File: config.mk
export PLATFORM = sky130hd
export DESIGN_NAME = dmem_req_arbiter
export DESIGN_NICKNAME = d
export VERILOG_FILES = /design/src/rtl/dmem_req_arbiter.sv
export SDC_FILE = /design/constraint.sdc
export NUM_CORES = 1
export LEC_CHECK = 0
export ABC_AREA = 0
export CORE_MARGIN = 5
export CORE_UTILIZATION = 43
export CTS_CLUSTER_SIZE = 40
export DETAILED_ROUTE_END_ITERATION = 8
export MAX_ROUTING_LAYER = met4
export PLACE_DENSITY = 0.85
export SETUP_SLACK_MARGIN = 0.05
export SYNTH_ARGS = -nofsm -noshare
export SYNTH_HDL_FRONTEND = slang
export SYNTH_SLANG_ARGS = --single-unit
File: constraint.sdc
create_clock -name CLK -period 3.8 [get_ports CLK]
set_input_delay 0.76 -clock CLK [delete_from_list [all_inputs] [get_ports CLK]]
set_output_delay 0.76 -clock CLK [all_outputs]
set_load 0.03 [all_outputs]
File: src/rtl/dmem_req_arbiter.sv
`default_nettype none
// ============================================================================
// Module      : dmem_req_arbiter
// Description : Two-lane front end for the single-port data RAM. Each lane
//               owns a one-entry request buffer. One buffered request per
//               clock is granted onto the RAM port. Same-address ordering
//               follows buffer age, lane 2 is protected against starvation,
//               and read data is routed back to the lane that issued it.
// Revision    : 1.0 - initial single-edge implementation
// ============================================================================
module dmem_req_arbiter #(
  parameter int ADDR_W     = 12,
  parameter int STARVE_MAX = 3
) (
  input  logic              CLK,
  input  logic              RST,
  // lane 1 request
  input  logic              req1_valid,
  input  logic              req1_rw,
  input  logic [ADDR_W-1:0] req1_addr,
  input  logic [31:0]       req1_wdata,
  output logic              req1_ready,
  // lane 2 request
  input  logic              req2_valid,
  input  logic              req2_rw,
  input  logic [ADDR_W-1:0] req2_addr,
  input  logic [31:0]       req2_wdata,
  output logic              req2_ready,
  // read responses
  output logic              rsp1_valid,
  output logic [31:0]       rsp1_data,
  output logic              rsp2_valid,
  output logic [31:0]       rsp2_data,
  // RAM port
  output logic              ram_cs,
  output logic              ram_rw,
  output logic [ADDR_W-1:0] ram_addr,
  output logic [31:0]       ram_wdata,
  input  logic [31:0]       ram_rdata
);

  localparam logic [3:0] C_STARVE_MAX = 4'(STARVE_MAX);
  localparam logic [3:0] C_STARVE_SAT = 4'hF;

  // request buffers
  logic              r_full1, r_full2;
  logic              r_rw1, r_rw2;
  logic [ADDR_W-1:0] r_addr1, r_addr2;
  logic [31:0]       r_wdata1, r_wdata2;

  // set when buffer 2 holds the older request
  logic              r_older2;
  logic [3:0]        r_starve2;

  // read issued last cycle, tagged with its owning lane
  logic              r_rd1, r_rd2;

  logic w_grant1, w_grant2;
  logic w_hazard, w_starved;
  logic w_acc1, w_acc2;
  logic w_vacant1, w_vacant2;

  assign w_hazard  = r_full1 && r_full2 && (r_addr1 == r_addr2) && (!r_rw1 || !r_rw2);
  assign w_starved = (r_starve2 >= C_STARVE_MAX);

  // A buffer is vacant for this cycle when it is empty or is being issued now.
  assign w_vacant1 = ~r_full1 | w_grant1;
  assign w_vacant2 = ~r_full2 | w_grant2;

  // Ready is a function of buffer state only, so a granted buffer can refill
  // in the same cycle and sustain one request per clock per lane.
  assign req1_ready = ~RST & w_vacant1;
  assign req2_ready = ~RST & w_vacant2;
  assign w_acc1     = req1_valid & req1_ready;
  assign w_acc2     = req2_valid & req2_ready;

  // Grant selection: age decides on a same-address hazard, otherwise lane 1
  // wins unless lane 2 has lost too many times in a row.
  always_comb begin
    w_grant1 = 1'b0;
    w_grant2 = 1'b0;
    if (!RST) begin
      if (r_full1 && r_full2) begin
        if (w_hazard) begin
          w_grant2 = r_older2;
          w_grant1 = ~r_older2;
        end else begin
          w_grant2 = w_starved;
          w_grant1 = ~w_starved;
        end
      end else begin
        w_grant1 = r_full1;
        w_grant2 = r_full2;
      end
    end
  end

  // Lane 1 buffer: load on accept, empty once issued without a refill.
  always_ff @(posedge CLK) begin
    if (RST) begin
      r_full1  <= 1'b0;
      r_rw1    <= 1'b1;
      r_addr1  <= '0;
      r_wdata1 <= '0;
    end else if (w_acc1) begin
      r_full1  <= 1'b1;
      r_rw1    <= req1_rw;
      r_addr1  <= req1_addr;
      r_wdata1 <= req1_wdata;
    end else if (w_grant1) begin
      r_full1  <= 1'b0;
    end
  end

  // Lane 2 buffer: load on accept, empty once issued without a refill.
  always_ff @(posedge CLK) begin
    if (RST) begin
      r_full2  <= 1'b0;
      r_rw2    <= 1'b1;
      r_addr2  <= '0;
      r_wdata2 <= '0;
    end else if (w_acc2) begin
      r_full2  <= 1'b1;
      r_rw2    <= req2_rw;
      r_addr2  <= req2_addr;
      r_wdata2 <= req2_wdata;
    end else if (w_grant2) begin
      r_full2  <= 1'b0;
    end
  end

  // Age tracking. A lane that fills while the other buffer stays occupied is
  // the younger one, so the flag also follows a refill that lands behind a
  // still-pending request on the other lane. Simultaneous fills favour lane 1.
  always_ff @(posedge CLK) begin
    if (RST) begin
      r_older2 <= 1'b0;
    end else if (w_acc1 && w_acc2) begin
      r_older2 <= 1'b0;
    end else if (w_acc2) begin
      r_older2 <= w_vacant1;
    end else if (w_acc1) begin
      r_older2 <= ~w_vacant2;
    end
  end

  // Lane-2 starvation counter: counts losses while pending, saturating.
  always_ff @(posedge CLK) begin
    if (RST || w_grant2) begin
      r_starve2 <= '0;
    end else if (r_full2 && (r_starve2 != C_STARVE_SAT)) begin
      r_starve2 <= r_starve2 + 4'd1;
    end
  end

  // Remember which lane owns the read issued this cycle.
  always_ff @(posedge CLK) begin
    if (RST) begin
      r_rd1 <= 1'b0;
      r_rd2 <= 1'b0;
    end else begin
      r_rd1 <= w_grant1 & r_rw1;
      r_rd2 <= w_grant2 & r_rw2;
    end
  end

  // Responses are masked by reset so a read in flight at reset never returns.
  assign rsp1_valid = r_rd1 & ~RST;
  assign rsp2_valid = r_rd2 & ~RST;
  assign rsp1_data  = rsp1_valid ? ram_rdata : 32'h0;
  assign rsp2_data  = rsp2_valid ? ram_rdata : 32'h0;

  // RAM port drive from the granted buffer; idle value is a deselected read.
  always_comb begin
    ram_cs    = 1'b0;
    ram_rw    = 1'b1;
    ram_addr  = '0;
    ram_wdata = '0;
    if (w_grant1) begin
      ram_cs    = 1'b1;
      ram_rw    = r_rw1;
      ram_addr  = r_addr1;
      ram_wdata = r_rw1 ? 32'h0 : r_wdata1;
    end else if (w_grant2) begin
      ram_cs    = 1'b1;
      ram_rw    = r_rw2;
      ram_addr  = r_addr2;
      ram_wdata = r_rw2 ? 32'h0 : r_wdata2;
    end
  end

endmodule
`default_nettype wire

==> flow_summary.json, run 1 <==
{
  "powerDensity_mw_per_mm2": 295.5,
  "cpMostUsedCell": "buf_4",
  "synth.top_cell.area_share_pct": 41.95,
  "place_ws_ns": 0.3941,
  "worstPathCellList": "xor2_1 -> nor4_2 -> nand4_1 -> a21o_4 -> a2111oi_4 -> buf_4 -> clkbuf_16 -> a22o_1 -> buf_4",
  "grt-ovfl-total": 0,
  "cts_sinks": 99,
  "grt_first_pass_wirelength_mm": 24.55,
  "dp_hpwl_mm": 12.23,
  "worst_path_largest_cell_delay_ns": 0.35,
  "place.gp.congestion": 0.9716,
  "vias_per_cell": 5.479,
  "initial_utilization_pct": 43.77,
  "ioPinCount": 240,
  "peakVddDrop_v": 0.0002954,
  "ctsHoldBuffers": 0,
  "syn_nets": 630,
  "drt_wl_total_mm": 16.17,
  "cp_max_fo": 16,
  "cts_buffers": 9,
  "setup_ws_ns": 0.1913,
  "ant_nets": 0,
  "reg2reg_slack_ns": 1.11,
  "synth_seq_cells": 99,
  "drive_gt1_share_pct": 20.74,
  "hold_end": "r_wdata1[23]$_SDFFE_PP0P_",
  "path_class": "flip-flop to output port",
  "worstRegToRegCells": 7,
  "hp-class": "flip-flop to flip-flop",
  "skew_ns": 0.009342,
  "cp_slowest_cell": "nor4_2",
  "die_h_um": 114.8,
  "core_sq_mm": 0.01079,
  "synth_cell_type_count": 38,
  "cts_tree": "built",
  "rows": 38,
  "fp.dieArea_sq_mm": 0.01318,
  "worstHoldPathCells": 2,
  "worstSkewPairLatency_ns": 0.37,
  "critPathLaunchType": "flip-flop",
  "cts-root-buf": "clkbuf_8",
  "tightest_slew_ns": 0.5986,
  "endpoint_kind": "output port",
  "syn_inst": 503,
  "synth_area_leaders": "dfxtp_1 (42%), a32o_1 (9.5%), mux2i_1 (9.5%), and2_1 (8.7%), a22o_1 (8.0%)",
  "final_hold_viol_count": 0,
  "cts_buffer_depth": 2,
  "arrival_ns": 2.85,
  "hp-start": "r_wdata1[23]$_SDFFE_PP0P_",
  "diodes": 0,
  "drc_errors": 0,
  "p_leak_nw": 3.187,
  "grt_usage_pct": 24.39,
  "port_buffers": 239,
  "tns_ns": 0,
  "mostFrequentLayoutCells": "clkdlybuf4s50_1 (128), buf_4 (111), dfxtp_1 (99)",
  "avgSynthCellArea_sq_um": 9.393,
  "fin_crit_sh_pct": 94.97,
  "timing.rr.start": "r_full1$_SDFFE_PP0P_",
  "finalCriticalPeriod_ns": 3.609,
  "status": "finished clean",
  "syn_area_sq_mm": 0.004725,
  "r2r_end": "r_wdata2[18]$_SDFFE_PP0P_",
  "layout_commonest_cell": "clkdlybuf4s50_1",
  "wire_per_inst_um": 18.63,
  "ys.warnings.count": 0,
  "synth_top_area_cell": "dfxtp_1",
  "cts.htree.levels": 3,
  "n_fill_cell": 841,
  "syn2layout_area_growth_pct": 55.14,
  "fin_nets": 852,
  "num_vias": 4756,
  "seq_area_frac_synth_pct": 41.95,
  "grt_pass1_vias": 4805,
  "antenna_found_initial": 0,
  "die_x_um": 114.8,
  "drtIter0Drc": 236,
  "path_clk_slew_ns": 0.09,
  "finalSetupViolCount": 0,
  "rsz0062_at_grt": "false",
  "relSlewSlack_pct": 59.94,
  "max_freq_mhz": 277.1,
  "grt_max_degree": 71,
  "drt_first_pass_iters": 4,
  "maxSlewViolCount": 0,
  "cp.required_ns": 3.04,
  "drv_cap": 0
}
worst max path at each step:
stage	startpoint	to	slack, ns	cells after the start
after detailed placement	r_addr2[1]$_SDFFE_PP0P_	ram_wdata[3]	0.39	8
after global routing	r_addr2[5]$_SDFFE_PP0P_	ram_wdata[31]	0.02	9
after CTS	r_addr2[7]$_SDFFE_PP0P_	ram_wdata[1]	0.05	8
after global placement	r_addr2[7]$_SDFFE_PP0P_	ram_rw	0.49	7
after floorplan	r_addr2[1]$_SDFFE_PP0P_	ram_wdata[10]	0.75	8
final	r_addr2[4]$_SDFFE_PP0P_	ram_wdata[0]	0.19	9
repair_timing:
item | in CTS | in global routing
setup buffers | 0 | 2
setup endpoints to repair | 33 | 45
pin swaps | 0 | 4
hold endpoints to repair | 0 | 0
gates resized for setup | 2 | 6
cloned | 0 | 1
power breakdown:
part / switching (W) / leakage, nW / total [W] / internal [W]
registers: 0.0000489 / 0.817 / 0.00115 / 0.00110
clock network: 0.000355 / 0.0746 / 0.000588 / 0.000232
logic: 0.000195 / 2.30 / 0.000428 / 0.000233
cell type report:
| type | instances | area [sq um] | area share, % |
|---|---|---|---|
| multi-input combinational | 355 | 2567 | 35.03 |
| timing repair buffer | 255 | 2429 | 33.13 |
| sequential | 99 | 1982 | 27.04 |
| tap | 140 | 175.2 | 2.390 |
| clock buffer | 10 | 127.6 | 1.741 |
| clock inverter | 4 | 28.78 | 0.3926 |
| inverter | 5 | 20.02 | 0.2731 |
synth_stat cells, drive strengths merged:
| cell type | count |
|---|---|
| o21ai | 1 |
| dfxtp | 99 |
| nand2 | 91 |
| mux2i | 45 |
| inv | 5 |
| o221a | 1 |
| nand4 | 1 |
| a21boi | 1 |
| or3 | 1 |
| clkbuf | 30 |
| nand3 | 2 |
| a32o | 45 |
| a31oi | 1 |
| xor2 | 13 |
| a21o | 1 |
| and2 | 66 |
| nor2b | 2 |
| a211oi | 4 |
| a22o | 43 |
| a2111oi | 2 |
| buf | 14 |
| a21oi | 9 |
| o211ai | 2 |
| o21a | 1 |
| xnor2 | 1 |
| nor4 | 5 |
| and4b | 1 |
| ha | 1 |
| nor2 | 7 |
| nor3 | 6 |
| and4 | 1 |
| a221o | 1 |
layer usage:
layer  track usage, %  vias up  part of all wire (%)
met5                -        -                     0
met4            11.11        0                   3.4
met3            7.053       40                    11
met2            40.82      241                    49
met1            26.86     2222                    37
li1                 -     2253                     -
sequential cells by signal, summed over array words and instances (netlist names):
name,count
r_wdata2,32
r_older2,1
r_rd2,1
r_full2,1
r_full1,1
r_rw1,1
r_wdata1,32
r_addr2,12
r_addr1,12
r_rd1,1
r_rw2,1
r_starve2,4
cells by family (layout without fill, tap and decap cells):
kind of cell | count (synthesis) | count (layout) | share of synthesized area [%]
AND/OR/NAND/NOR | 183 | 183 | 19.41
adder cells (fa/ha/maj) | 1 | 1 | 0.2648
buffers and inverters | 49 | 274 | 4.793
flip-flops | 99 | 99 | 41.95
AO/OA/AOI/OAI | 112 | 112 | 21.45
XOR/XNOR | 14 | 14 | 2.595
multiplexers | 45 | 45 | 9.534
per-stage QoR:
stage | area, sq um | cells | hold WS [ns] | total power (W) | utilization (%)
after global routing | 7330 | 868 | 0.4859 | 0.002263 | 67.91
after global placement | 7109 | 851 | 0.4425 | 0.001585 | 65.87
after floorplan | 4725 | 503 | 0.4344 | 0.001364 | -
final | 7330 | 868 | 0.4641 | 0.002166 | 67.91
after detailed placement | 7109 | 851 | 0.4518 | 0.001597 | 65.87
after CTS | 7268 | 865 | 0.4649 | 0.002178 | 67.34
worst max-delay path, delay by kind of cell, from the launching register on:
family / cells / cell delay (ns)
compound gates: 3 / 0.78
xor+xnor: 1 / 0.18
buf+inv: 3 / 0.54
flops: 1 / 0.34
simple gates: 2 / 0.63
Note: power is estimated with default switching activity, not from simulation.
==> run 2: changes to the inputs <==
--- a/config.mk
+++ b/config.mk
@@ -5,13 +5,14 @@
 export SDC_FILE = /design/constraint.sdc
 export NUM_CORES = 1
 export LEC_CHECK = 0
-export ABC_AREA = 0
+export ABC_AREA = 1
 export CORE_MARGIN = 5
-export CORE_UTILIZATION = 43
+export CORE_UTILIZATION = 38
+export CTS_BUF_LIST = sky130_fd_sc_hd__clkbuf_4 sky130_fd_sc_hd__clkbuf_8
 export CTS_CLUSTER_SIZE = 40
 export DETAILED_ROUTE_END_ITERATION = 8
 export MAX_ROUTING_LAYER = met4
-export PLACE_DENSITY = 0.85
+export PLACE_DENSITY = 0.78
 export SETUP_SLACK_MARGIN = 0.05
 export SYNTH_ARGS = -nofsm -noshare
 export SYNTH_HDL_FRONTEND = slang
==> constraint.sdc (replaced) <==
create_clock -name CLK -period 3.1 [get_ports CLK]
set_input_delay 0.62 -clock CLK [delete_from_list [all_inputs] [get_ports CLK]]
set_output_delay 0.62 -clock CLK [all_outputs]
set_load 0.03 [all_outputs]
==> run 2 against run 1 <==
Cell count increased by 29%. Clock skew is 0.00097 ns lower. First-iteration DRC count down 5.1%. Synthesized cell count rose by 43%. Sequential cell count did not move. Critical path depth up 5. Via count is 17% higher. Combinational power increased by 60%. Register-to-register slack lost 0.68 ns. Routed wire length up 15%. Global-route usage shrank 1.8 points. Highest routed layer unchanged.
==> flow_summary.json, run 2 <==
{
  "synth_edf_count": 0,
  "initial_utilization_pct": 38.49,
  "worstPathCellList": "inv_1 -> nand2_1 -> nand2_1 -> nor2_1 -> nand2_1 -> nor2_2 -> nand2_1 -> nand2_2 -> nand3_4 -> nand2_2 -> nand2_4 -> buf_12 -> o22ai_2 -> buf_12",
  "drt_wl_total_mm": 18.53,
  "grt_pass1_vias": 5136,
  "path_clk_slew_ns": 0.10,
  "max_freq_mhz": 338.5,
  "syn_inst": 717,
  "port_buffers": 239,
  "finalSetupViolCount": 0,
  "endpoint_kind": "output port",
  "syn_area_sq_mm": 0.004818,
  "drt_first_pass_iters": 5,
  "place.gp.congestion": 0.8586,
  "setup_ws_ns": 0.1458,
  "fin_nets": 1066,
  "fin_crit_sh_pct": 95.30,
  "maxSlewViolCount": 0,
  "layout_commonest_cell": "nand2_1",
  "grt-ovfl-total": 0,
  "die_h_um": 122.6,
  "cts-root-buf": "clkbuf_8",
  "synth_seq_cells": 99,
  "cp_slowest_cell": "dfxtp_1",
  "seq_area_frac_synth_pct": 41.13,
  "cp_top_family": "simple AND/OR/NAND/NOR gates",
  "wire_per_inst_um": 16.61,
  "cts.htree.levels": 3,
  "num_vias": 5559,
  "worst_path_largest_cell_delay_ns": 0.36,
  "rows": 41,
  "cpMostUsedCell": "nand2_1",
  "avgSynthCellArea_sq_um": 6.720,
  "synth_cell_type_count": 27,
  "cp_max_fo": 12,
  "rsz0062_at_grt": "false",
  "vias_per_cell": 4.981,
  "cp_num_buf_inv": 3,
  "dp_hpwl_mm": 12.65,
  "arrival_ns": 2.33,
  "place_ws_ns": 0.1390,
  "path_class": "flip-flop to output port",
  "ys.warnings.count": 0,
  "tns_ns": 0,
  "cts_buffers": 9,
  "grt_first_pass_wirelength_mm": 25.69,
  "status": "finished clean",
  "layout.core_utilization_pct": 63.28,
  "ioPinCount": 240,
  "mostFrequentLayoutCells": "nand2_1 (126), clkdlybuf4s50_1 (124), inv_1 (101)",
  "syn_nets": 844,
  "p_leak_nw": 3.565,
  "drv_cap": 0,
  "fp.dieArea_sq_mm": 0.01503,
  "syn2layout_area_growth_pct": 64.40,
  "antenna_found_initial": 0,
  "critPathLaunchType": "flip-flop",
  "core_sq_mm": 0.01252,
  "powerDensity_mw_per_mm2": 395.1,
  "grt_max_degree": 91,
  "drc_errors": 0,
  "skew_ns": 0.008374,
  "synth_top_area_cell": "dfxtp_1",
  "final_cell_count_no_fill": 1116,
  "cp.required_ns": 2.48,
  "synth.top_cell.area_share_pct": 41.13,
  "netlist_top_cells_count": "nand2_1 (133), inv_1 (105), dfxtp_1 (99), nand3_1 (94), nor2_1 (75)",
  "cts_sinks": 99,
  "synth_area_leaders": "dfxtp_1 (41%), nand2_1 (10%), nand3_1 (9.8%), inv_1 (8.2%), nor2_1 (5.8%)",
  "hp-class": "flip-flop to flip-flop",
  "finalCriticalPeriod_ns": 2.954,
  "cts_tree": "built",
  "final_hold_viol_count": 0,
  "ys.flop_type": "dfxtp_1",
  "reg2reg_slack_ns": 0.43,
  "dp.cells": 1093,
  "drive_gt1_share_pct": 21.40,
  "n_fill_cell": 1174,
  "tightest_slew_ns": 0.6705,
  "yosysMostFrequentCell": "nand2_1",
  "die_x_um": 122.6,
  "whs_ns": 0.4566,
  "worstSkewPairLatency_ns": 0.37,
  "cts_buffer_depth": 2,
  "synth_async_sr_flop_share_pct": 0,
  "ctsHoldBuffers": 0,
  "regArea_sq_mm": 0.001987,
  "largestRegisters": "r_wdata1: 32 flops, r_wdata2: 32 flops",
  "relSlewSlack_pct": 54.92,
  "grt_usage_pct": 22.55,
  "diodes": 0,
  "ant_nets": 0,
  "drtIter0Drc": 224,
  "peakVddDrop_v": 0.0002313,
  "multi_input_area_sq_mm": 0.002341
}
-- run 2: power by group --
group | internal (W) | switching (W)
Sequential | 0.00136 | 0.0000427
Combinational | 0.000318 | 0.000366
Clock | 0.000583 | 0.000459
-- run 2: cells by family (layout without fill, tap and decap cells) --
| kind of cell | Yosys count | in the layout | synth area share (%) |
|---|---|---|---|
| buf+inv | 159 | 386 | 14.36 |
| fa+ha+maj | 1 | 1 | 0.2596 |
| xor+xnor | 1 | 1 | 0.1818 |
| flops | 99 | 99 | 41.13 |
| simple gates | 311 | 311 | 27.32 |
| compound gates | 146 | 146 | 16.75 |
-- run 2: what timing repair did --
item	CTS	global route
pin swaps	0	4
setup endpoints to repair	46	46
gates resized for setup	10	42
setup buffers	0	1
gates cloned	0	6
hold endpoints to repair	0	0
-- run 2: area by class of cell --
class / count / area share (%)
repair buffers: 263 / 34.26
multi-input cells: 459 / 29.55
flip-flops and latches: 99 / 25.08
inverters: 107 / 5.133
well taps: 172 / 2.717
clock buffers: 11 / 1.911
clock inverters: 5 / 1.343
-- run 2: layer usage --
layer | part of all wire, % | wire length [um] | GRT usage, %
met1 | 37 | 6928 | 24.09
met2 | 51 | 9398 | 39.95
met3 | 9.2 | 1708 | 6.359
met4 | 2.7 | 497 | 7.908
met5 | 0 | 0 | -
-- run 2: per-stage QoR --
stage,total power [W],cell area (sq um)
floorplan,0.001758,4818
global placement,0.002059,7332
detailed placement,0.002070,7332
CTS,0.003109,7639
global route,0.003267,7921
finish,0.003130,7921
-- run 2: worst reg2reg max path: stages (launching register included) --
cell and delay [ns]:
dfxtp_1 0.36, inv_1 0.08, nand2_1 0.10, nand2_1 0.06, nor2_1 0.13, nand2_1 0.08
nor2_2 0.11, nand2_1 0.08, nand2_2 0.09, nand3_4 0.11, buf_4 0.16, a31oi_4 0.27
nand2_2 0.42, buf_12 0.33, nand2_1 0.08, nand2_1 0.06, a21oi_1 0.11
-- run 2: path summary, 6_finish.rpt --
path                                               start  depth (start not counted)                  endpoint
worst max-delay path             r_addr1[7]$_SDFFE_PP0P_                         14               ram_addr[7]
worst max register to register   r_addr1[7]$_SDFFE_PP0P_                         16     r_older2$_SDFFE_PP0P_
worst min register to register  r_wdata1[8]$_SDFFE_PP0P_                          2  r_wdata1[8]$_SDFFE_PP0P_
worst min-delay path            r_wdata1[8]$_SDFFE_PP0P_                          2  r_wdata1[8]$_SDFFE_PP0P_
==> run 3: changes to the inputs <==
--- a/config.mk
+++ b/config.mk
@@ -11,6 +11,7 @@
 export CTS_BUF_LIST = sky130_fd_sc_hd__clkbuf_4 sky130_fd_sc_hd__clkbuf_8
 export CTS_CLUSTER_SIZE = 40
 export DETAILED_ROUTE_END_ITERATION = 8
+export HOLD_SLACK_MARGIN = 0.12
 export MAX_ROUTING_LAYER = met4
 export PLACE_DENSITY = 0.78
 export SETUP_SLACK_MARGIN = 0.05
==> results of run 3 <==
Same layout as run 2: the final DEF is identical, and so are final timing and power.
